$ cat config.mk
export PLATFORM = sky130hd
export DESIGN_NAME = addsub_arbiter
export DESIGN_NICKNAME = d
export VERILOG_FILES = /design/src/rtl/addsub_arbiter_pkg.sv /design/src/rtl/addsub_arbiter_addsub.sv /design/src/rtl/addsub_arbiter.sv
export SDC_FILE = /design/constraint.sdc
export NUM_CORES = 1
export LEC_CHECK = 0
export CAP_MARGIN = 5
export CELL_PAD_IN_SITES_DETAIL_PLACEMENT = 0
export CELL_PAD_IN_SITES_GLOBAL_PLACEMENT = 1
export CORE_MARGIN = 3
export CORE_UTILIZATION = 34
export CTS_CLUSTER_DIAMETER = 100
export DETAILED_ROUTE_END_ITERATION = 6
export PLACE_DENSITY = 0.8
export SETUP_SLACK_MARGIN = 0.15
export SYNTH_ARGS = -nofsm -noshare
export SYNTH_HDL_FRONTEND = slang
export SYNTH_SLANG_ARGS = --single-unit
$ cat constraint.sdc
create_clock -name clk -period 6.9 [get_ports clk]
set_input_delay 1.38 -clock clk [delete_from_list [all_inputs] [get_ports clk]]
set_output_delay 1.38 -clock clk [all_outputs]
set_load 0.02 [all_outputs]
$ cat src/rtl/addsub_arbiter_pkg.sv
`default_nettype none
// ============================================================================
// Module   : addsub_arbiter_pkg
// Purpose  : Shared widths, operation encoding and result-register state type.
// Revision : 1.0 - initial release
// ============================================================================
package addsub_arbiter_pkg;

   localparam int c_OP_W  = 3;
   localparam int c_RES_W = 5;
   localparam int c_CNT_W = 8;

   localparam logic c_CTRL_ADD = 1'b0;
   localparam logic c_CTRL_SUB = 1'b1;

   typedef enum logic [0:0] {
      RES_EMPTY = 1'b0,
      RES_FULL  = 1'b1
   } res_state_t;

   function automatic logic [c_RES_W-1:0] sext_op(input logic [c_OP_W-1:0] x);
      return {{(c_RES_W-c_OP_W){x[c_OP_W-1]}}, x};
   endfunction

endpackage
`default_nettype wire

$ cat src/rtl/addsub_arbiter_addsub.sv
`default_nettype none
// ============================================================================
// Module   : addsub_unit
// Purpose  : Combinational 3-bit signed add/subtract with 5-bit signed result.
// Revision : 1.0 - initial release
// ============================================================================
module addsub_unit
   import addsub_arbiter_pkg::*;
(
   input  logic               i_ctrl,
   input  logic [c_OP_W-1:0]  i_a,
   input  logic [c_OP_W-1:0]  i_b,
   output logic [c_RES_W-1:0] o_s
);

   logic [c_RES_W-1:0] w_a_ext;
   logic [c_RES_W-1:0] w_b_ext;

   // Two extra sign bits make -8..+7 reachable without overflow.
   assign w_a_ext = sext_op(i_a);
   assign w_b_ext = sext_op(i_b);
   assign o_s     = (i_ctrl == c_CTRL_SUB) ? (w_a_ext - w_b_ext) : (w_a_ext + w_b_ext);

endmodule
`default_nettype wire

$ cat src/rtl/addsub_arbiter.sv
`default_nettype none
// ============================================================================
// Module   : addsub_arbiter
// Purpose  : Two requesters share one add/sub unit via round-robin grant into
//            a single-entry result register with valid/ready handshake.
// Revision : 1.0 - initial release
// ============================================================================
module addsub_arbiter
   import addsub_arbiter_pkg::*;
(
   input  logic               clk,
   input  logic               rst,
   input  logic               i_req0_valid,
   output logic               o_req0_ready,
   input  logic               i_req0_ctrl,
   input  logic [c_OP_W-1:0]  i_req0_a,
   input  logic [c_OP_W-1:0]  i_req0_b,
   input  logic               i_req1_valid,
   output logic               o_req1_ready,
   input  logic               i_req1_ctrl,
   input  logic [c_OP_W-1:0]  i_req1_a,
   input  logic [c_OP_W-1:0]  i_req1_b,
   output logic               o_res_valid,
   input  logic               i_res_ready,
   output logic [c_RES_W-1:0] o_res_s,
   output logic               o_res_id,
   output logic [c_CNT_W-1:0] o_op_count0,
   output logic [c_CNT_W-1:0] o_op_count1
);

   res_state_t         r_state;
   logic               r_last_grant;
   logic [c_RES_W-1:0] r_res_s;
   logic               r_res_id;
   logic [c_CNT_W-1:0] r_cnt0;
   logic [c_CNT_W-1:0] r_cnt1;

   logic               w_can_accept;
   logic               w_grant0;
   logic               w_grant1;
   logic               w_any_grant;
   logic               w_ctrl;
   logic [c_OP_W-1:0]  w_a;
   logic [c_OP_W-1:0]  w_b;
   logic [c_RES_W-1:0] w_s;

   // Refill is allowed in the same cycle the consumer drains a held result.
   assign w_can_accept = !rst && ((r_state == RES_EMPTY) || i_res_ready);

   assign w_grant0 = w_can_accept && i_req0_valid && (!i_req1_valid || r_last_grant);
   assign w_grant1 = w_can_accept && i_req1_valid && (!i_req0_valid || !r_last_grant);
   assign w_any_grant = w_grant0 || w_grant1;

   assign o_req0_ready = w_grant0;
   assign o_req1_ready = w_grant1;

   always_comb begin
      w_ctrl = i_req0_ctrl;
      w_a    = i_req0_a;
      w_b    = i_req0_b;
      if (w_grant1) begin
         w_ctrl = i_req1_ctrl;
         w_a    = i_req1_a;
         w_b    = i_req1_b;
      end
   end

   addsub_unit u_addsub (
      .i_ctrl (w_ctrl),
      .i_a    (w_a),
      .i_b    (w_b),
      .o_s    (w_s)
   );

   always_ff @(posedge clk) begin
      if (rst) begin
         r_state      <= RES_EMPTY;
         r_res_s      <= '0;
         r_res_id     <= 1'b0;
         r_last_grant <= 1'b1;
         r_cnt0       <= '0;
         r_cnt1       <= '0;
      end else begin
         case (r_state)
            RES_EMPTY: begin
               if (w_any_grant) begin
                  r_state <= RES_FULL;
               end
            end
            RES_FULL: begin
               if (i_res_ready && !w_any_grant) begin
                  r_state <= RES_EMPTY;
               end
            end
            default: r_state <= RES_EMPTY;
         endcase

         if (w_any_grant) begin
            r_res_s      <= w_s;
            r_res_id     <= w_grant1;
            r_last_grant <= w_grant1;
         end
         if (w_grant0) begin
            r_cnt0 <= r_cnt0 + 1'b1;
         end
         if (w_grant1) begin
            r_cnt1 <= r_cnt1 + 1'b1;
         end
      end
   end

   assign o_res_valid = (r_state == RES_FULL);
   assign o_res_s     = r_res_s;
   assign o_res_id    = r_res_id;
   assign o_op_count0 = r_cnt0;
   assign o_op_count1 = r_cnt1;

endmodule
`default_nettype wire

### Word level (Yosys, flattened, before mapping)

Index checks and enable logic that the tools add are counted.

* add/sub/neg operators: 4
* multiplexer cells: 7
* bitwise logic cells: 1
* reduce and logical (&&, ||, !) cells: 15

Operator list (count)
* $add A8 B1 Y8 const B: 2
* $logic_and A1 B1 Y1: 6
* $mux W3: 2
* $logic_not A1 Y1: 5
* $mux W5: 1
* $add A3 B3 Y4: 1
* $logic_or A1 B1 Y1: 4
* $sub A3 B3 Y4: 1
* $mux W1: 3
* $pmux W1 S2: 1
* $not A1 Y1: 1

* register bits after elaboration: 24
* bits of input ports: 19
* output and inout port bits: 25
* word-level logic and storage cells: 33

### Depth between registers and ports, before layout

Gate-level depths: netlist of run 1.

* word-level depth: 10
* mapped depth: 12
* depth with buffers taken out: 10

### Modules after synthesis

From an unflattened synthesis of run 1, not the netlist that was laid out.

* cells, all modules: 161
* area total of the unflattened synthesis: 1361.3 sq um

By module, submodules not included
* addsub_arbiter: times used 1, cells each 136, area each 1171.1 sq um, sequential area each 480.5 sq um
* addsub_unit: times used 1, cells each 25, area each 190.2 sq um, sequential area each 0.0 sq um

### Worst setup path before layout of run 1

OpenSTA, ideal clock, no wires.

* kind: in2out
* start point: input port rst
* end point: output port o_req1_ready
* arrival: 2389 ps
* required time: 5520 ps
* path slack: 3131 ps
* cell stages on the path: 4
* path through: clkbuf_1 > a2111oi_2 > buf_2 > buf_4

* longest elaborated chain between the ends: 4

RTL lines
* start, declared: line addsub_arbiter.sv:12 `input logic rst,`
* $logic_not A1 Y1: line addsub_arbiter.sv:48 `assign w_can_accept = !rst && ((r_state == RES_EMPTY) || i_res_ready);`
* $logic_and A1 B1 Y1: line addsub_arbiter.sv:48
* $logic_and A1 B1 Y1 (2 in a row): line addsub_arbiter.sv:51 `assign w_grant1 = w_can_accept && i_req1_valid && (!i_req0_valid || !r_last_grant);`
* end, declared: line addsub_arbiter.sv:19 `output logic o_req1_ready,`

No other way between the ends.

### Worst setup path after layout of run 1

* start point: input port rst
* end point: output port o_req0_ready

* longest elaborated chain between the ends: 4

RTL lines
* $logic_not A1 Y1: line addsub_arbiter.sv:48
* $logic_and A1 B1 Y1: line addsub_arbiter.sv:48
* $logic_and A1 B1 Y1 (2 in a row): line addsub_arbiter.sv:50 `assign w_grant0 = w_can_accept && i_req0_valid && (!i_req1_valid || r_last_grant);`
* end, declared: line addsub_arbiter.sv:14 `output logic o_req0_ready,`

No other way between the ends.

==> results of run 1 <==
-- metrics by stage --
step | worst slack (ps) | instances
finish | 1800 | 229
global placement | 1810 | 225
detailed placement | 1800 | 225
floorplan | 3130 | 141
global route | 1600 | 229
CTS | 1780 | 229
-- critical path: cells and delay by family --
family	cells	cell delay, ps
buffers and inverters	2	1620
AOI/OAI and AO/OA	1	710
-- sequential cells by signal, indices dropped and copies added, names as in the netlist --
signal and count:
o_res_s 4, o_op_count0 8, o_op_count1 8, o_res_id 1, r_last_grant 1, o_res_valid 1
-- final timing paths --
kind	to	cells past startpoint	slack, ps	startpoint
setup / recovery	o_req0_ready	3	1800	rst
hold / removal	o_res_id	2	490	o_res_id
setup reg to reg	o_res_s[3]	9	4310	o_res_valid
hold reg to reg	o_res_id	2	490	o_res_id
-- power by group --
part / total [W] / switching [W] / internal, W
Combinational: 0.0000770 / 0.0000374 / 0.0000396
Clock: 0.0000609 / 0.0000393 / 0.0000216
Sequential: 0.000144 / 0.00000496 / 0.000139
Total: 0.000282 / 0.0000816 / 0.000200
-- cells by family (layout without fill, tap and decap cells) --
logic type / Yosys count / count (layout) / share of synthesized area
AND/OR/NAND/NOR: 58 / 58 / 0.232
buffers and inverters: 10 / 52 / 0.0375
flip-flops: 23 / 23 / 0.373
multiplexers: 5 / 5 / 0.0436
AO/OA/AOI/OAI: 21 / 21 / 0.120
adder cells (fa/ha/maj): 6 / 6 / 0.0669
XOR/XNOR: 18 / 18 / 0.128
-- layout make-up --
class	count	share of cell area
repair buffers	44	0.252
inverters	4	0.00863
flip-flops and latches	23	0.265
well taps	46	0.0331
multi-input cells	108	0.426
clock buffers	3	0.0129
clock inverters	1	0.00288
-- layer usage --
layer | track usage | up-vias
li1 | - | 565
met3 | 0.0391 | 2
met5 | 0 | -
met2 | 0.221 | 21
met4 | 0.0228 | 0
met1 | 0.160 | 497
-- Yosys cell counts, drive strengths merged, types with 4 or more instances --
| master | number | area share |
|---|---|---|
| xor2 | 11 | 0.078 |
| nand4 | 5 | 0.025 |
| inv | 4 | 0.012 |
| dfxtp | 23 | 0.37 |
| nand2 | 7 | 0.021 |
| xnor2 | 7 | 0.050 |
| ha | 5 | 0.051 |
| nor2 | 24 | 0.073 |
| a21oi | 5 | 0.020 |
| nand2b | 6 | 0.030 |
| o21ai | 10 | 0.041 |
==> results.md, run 1 <==
- Outcome: finished clean
- Most frequent cells in the layout: clkdlybuf4s50_1, nor2_1, dfxtp_1
- Diodes inserted: 0
- Final GP Congestion: 0.724
- Yosys Warn Count: 0
- Worst-path maximum fanout: 26
- Number of synthesized flops with an enable pin: 0
- Critical path class: in2out
- Die area: 4390 um^2
- Worst slew pin tran: 961 ps
- DRT antenna net count: 0
- Routed wl met3: 103 um
- Fmax: 196 MHz
- Final Power: 0.000282 W
- Placed Area: 1710 um^2
- All-Layer GR Usage: 0.129
- Post-synthesis cell count: 141
- RSZ-0062 raised after global routing: false
- Register area share after synthesis: 0.373
- Antenna violations before repair: 0
- Slew Limit Fails: 0
- Clk buf depth: 2
- Wl on met1: 1200 um
- Vias post-DR: 1085
- First-pass GRT wire length: 4470 um
- DRT iter0 DRCs: 19
- CTS tree: built
- Syn_area_per_cell: 8.76 um^2
- Top_reg_cell synth: dfxtp_1
- Layout cells sized above 1: 0.0601
- Syn Nets: 166
- Filler cell count: 352
- Core area: 3420 um^2
- Num CTS Buffers: 3
- Multi-input gate area: 741 um^2
- Seq cells post-synth: 23
- Final Setup Violations: 0
- Clk Latency, worst-skew pair: 300 ps
- Worst path most repeated cell: clkdlybuf4s50_1
- I/O Buffers: 43
- Hold Crit Class: reg2reg
- Minimum clock period: 5100 ps
- Final instance area: 1740 um^2
- Cell Pwr Density: 162 nW/um^2
- Top-level port count: 44
- Max Clock Skew: 2.94 ps
- Post-CTS Setup Repair Bufs: 0
- Final Util: 0.509
- Most common cell after layout, fill and taps aside: clkdlybuf4s50_1
- WP data arrival: 3720 ps
- CTS resizes: 0
- Routed wire length: 2610 um
- Crit share post-route: 0.740
- Remaining DRCs: 0
- Vias/cell: 4.74
- Worst setup SP type: input port
- Clk slew on worst S/H paths: 120 ps
- Leakage power: 0.651 nW
- CP max stage cell: clkdlybuf4s50_1
- TritonRoute pass-1 iters: 4
- Die X: 66.3 um
- Final net count: 209
- CTS sink cnt: 23
- Post-DP HPWL: 2070 um
- Cell Rows: 21
- Hold slack: 489 ps
- Slew headroom: 0.357
- CP required: 5520 ps
- Post-CTS Hold Buffers: 0
- VDD IR max: 0.000124 V
- Hold Vio Cnt, Final: 0
- MaxCap Viol Count: 0
- Die Y: 66.3 um
- CP endpoint kind: output port
- Met2 WL: 1290 um
- Vias in the first global route: 1019
- DR top layer: met4
- GRT overflow: 0
- Fraction of registers with async set/reset: 0
- Setup TNS: 0 ps
- Max incr delay on CP: 900 ps
- Root Buffer Master: clkbuf_4
- Initial Utilization: 0.362
- Register Area: 460 um^2
- Critical path cell sequence: clkdlybuf4s50_1 > a2111oi_4 > clkdlybuf4s50_1
- Htree depth: 1
- Netlist cell types: 33
- Layout Area Growth over Synthesis: 40.8%
- Largest net degree at the start of global routing: 27
- Wire length per cell: 11.4 um
- Mapped Area: 1230 um^2
Power figures use the tool's default switching activity.
==> run 2: changes to the inputs <==
--- a/config.mk
+++ b/config.mk
@@ -9,10 +9,10 @@
 export CELL_PAD_IN_SITES_DETAIL_PLACEMENT = 0
 export CELL_PAD_IN_SITES_GLOBAL_PLACEMENT = 1
 export CORE_MARGIN = 3
-export CORE_UTILIZATION = 34
+export CORE_UTILIZATION = 32
 export CTS_CLUSTER_DIAMETER = 100
 export DETAILED_ROUTE_END_ITERATION = 6
-export PLACE_DENSITY = 0.8
+export PLACE_DENSITY = 0.76
 export SETUP_SLACK_MARGIN = 0.15
 export SYNTH_ARGS = -nofsm -noshare
 export SYNTH_HDL_FRONTEND = slang
==> constraint.sdc (replaced) <==
create_clock -name clk -period 4.8 [get_ports clk]
set_input_delay 0.96 -clock clk [delete_from_list [all_inputs] [get_ports clk]]
set_output_delay 0.96 -clock clk [all_outputs]
set_load 0.02 [all_outputs]
==> run 2 against run 1 <==
Worst setup slack got worse by 900 ps; routed wire length increased by 3.2%; clock-buffer cell count unchanged; worst hold slack got worse by 8.7 ps; sequential power is 44% higher; power is 55% higher; flip-flop and latch count stayed put; cell count increased by 0.44%; critical path depth grew 1; die area rose by 5.7%; clock power grew 94%; utilization decreased by 0.77 points; critical endpoint unchanged; largest cell class unchanged; highest routed layer unchanged.
==> results.md, run 2 (same netlist as run 1, synthesis figures left out) <==
- Slew Limit Fails: 0 (unchanged)
- I/O Buffers: 43 (unchanged)
- Antenna violations before repair: 0 (unchanged)
- Vias post-DR: 1082 (-0.28%)
- Worst path top cell family by delay: buffers and inverters
- Final WS setup: 901 ps (-896 ps)
- Final Util: 0.501 (-0.00774)
- Cell Pwr Density: 247 nW/um^2 (+52%)
- Worst path most repeated cell: clkdlybuf4s50_1
- Final instance area: 1770 um^2 (+1.5%)
- Vias in the first global route: 1055 (+3.5%)
- Leakage power: 0.664 nW (+1.9%)
- Worst slack, placed: 884 ps (-916 ps)
- Layout cells sized above 1: 0.0652 (+0.00511)
- All-Layer GR Usage: 0.128 (-0.000607)
- Setup TNS: 0 ps (unchanged)
- Critical path cell sequence: clkdlybuf4s50_1 > inv_2 > a2111oi_4 > clkdlybuf4s50_1
- Most common cell after layout, fill and taps aside: clkdlybuf4s50_1
- Wire length per cell: 11.7 um (+2.8%)
- Minimum clock period: 3900 ps
- Top-level port count: 44 (unchanged)
- Critical path class: in2out
- Final GP Congestion: 0.797 (+10%)
- Final Power: 0.000436 W (+55%)
- Outcome: finished clean
- Die Y: 68.1 um (+2.8%)
- CP max stage cell: clkdlybuf4s50_1
- Post-CTS Setup Repair Bufs: 0 (unchanged)
- Final Setup Violations: 0 (unchanged)
- Diodes inserted: 0 (unchanged)
- Largest net degree at the start of global routing: 22 (-19%)
- Max Clock Skew: 2.59 ps (-0.345 ps)
- Clk Latency, worst-skew pair: 260 ps (-40 ps)
- Slew headroom: 0.601 (+0.243)
- Worst slew pin tran: 599 ps (-362 ps)
- Cell Rows: 21 (unchanged)
- Clk buf depth: 2 (unchanged)
- DRT iter0 DRCs: 31 (+12)
- CP required: 3840 ps (-1680 ps)
- Placed Area: 1720 um^2 (+0.44%)
- VDD IR max: 0.000213 V (+71%)
- MaxCap Viol Count: 0 (unchanged)
- Num CTS Buffers: 3 (unchanged)
- Final net count: 210 (+0.48%)
- Remaining DRCs: 0 (unchanged)
- RSZ-0062 raised after global routing: false
- Filler cell count: 347 (-1.4%)
- Most frequent cells in the layout: clkdlybuf4s50_1, nor2_1, dfxtp_1
- Post-CTS Hold Buffers: 0 (unchanged)
- CP endpoint kind: output port
- Hold Crit Class: reg2reg
- Buf/Inv on CP: 3 (+1)
- Max incr delay on CP: 720 ps (-180 ps)
- Hold Vio Cnt, Final: 0 (unchanged)
- Root Buffer Master: clkbuf_8
- Worst-path maximum fanout: 10 (-62%)
- WP data arrival: 2940 ps (-780 ps)
- GRT overflow: 0 (unchanged)
- Layout Area Growth over Synthesis: 43.0%
- Fmax: 257 MHz
- Post-DP HPWL: 2130 um (+2.9%)
- CTS resizes: 0 (unchanged)
- CTS tree: built
- Die area: 4640 um^2 (+5.7%)
- DRT antenna net count: 0 (unchanged)
- TritonRoute pass-1 iters: 3 (-1)
- Vias/cell: 4.70 (-0.71%)
- First-pass GRT wire length: 4650 um (+4.0%)
- Core area: 3520 um^2 (+3.1%)
- Routed wire length: 2690 um (+3.2%)
- Htree depth: 1 (unchanged)
- Initial Utilization: 0.351 (-0.0108)
- Clk slew on worst S/H paths: 80 ps (-40 ps)
- CTS sink cnt: 23 (unchanged)
- Worst setup SP type: input port
- Die X: 68.1 um (+2.8%)
- Crit share post-route: 0.812
run 2: changes by cell type in the layout (fill, tap and decap cells not counted), sizes merged:
cell  before  now
buf        1    2
run 2: worst register-to-register path, cell delays in order (launching register included):
cell,delay (ps)
dfxtp_1,330
nor2b_1,190
a2111oi_4,360
buf_4,300
mux2_2,400
ha_1,290
a21o_1,180
a21oi_1,180
xor2_1,160
o21ai_0,80
run 2: layout make-up:
class / instances / area (um^2) / area share
Timing Repair Buffer: 45 / 445 / 0.252
Clock inverter: 1 / 5.00 / 0.00283
Clock buffer: 3 / 41.3 / 0.0234
Multi-Input combinational cell: 108 / 741 / 0.420
Tap cell: 46 / 57.6 / 0.0326
Inverter: 4 / 15.0 / 0.00850
Sequential cell: 23 / 460 / 0.261
run 2: layer usage:
layer / up-vias / GRT usage / wire, um
li1: 565 / - / -
met1: 490 / 0.169 / 1250
met2: 25 / 0.211 / 1290
met3: 2 / 0.0361 / 145
met4: 0 / 0.0223 / 8
met5: - / 0 / 0
run 2: final timing paths:
path | start | endpoint | slack, ps | depth (start not counted)
setup / recovery | i_req0_valid | o_req0_ready | 900 | 4
hold reg to reg | o_res_id | o_res_id | 480 | 2
hold / removal | o_res_id | o_res_id | 480 | 2
setup reg to reg | o_res_valid | o_res_s[3] | 2200 | 9
run 2: report_power, final:
group / internal, W / total [W] / switching [W]
Sequential: 0.000200 / 0.000207 / 0.00000753
Clock: 0.0000578 / 0.000118 / 0.0000603
Combinational: 0.0000572 / 0.000111 / 0.0000537
Total: 0.000315 / 0.000436 / 0.000122
run 2: through the flow:
step,std cells,hold slack (ps)
floorplan,141,531
global placement,226,474
detailed placement,226,471
CTS,230,487
global route,230,521
finish,230,481
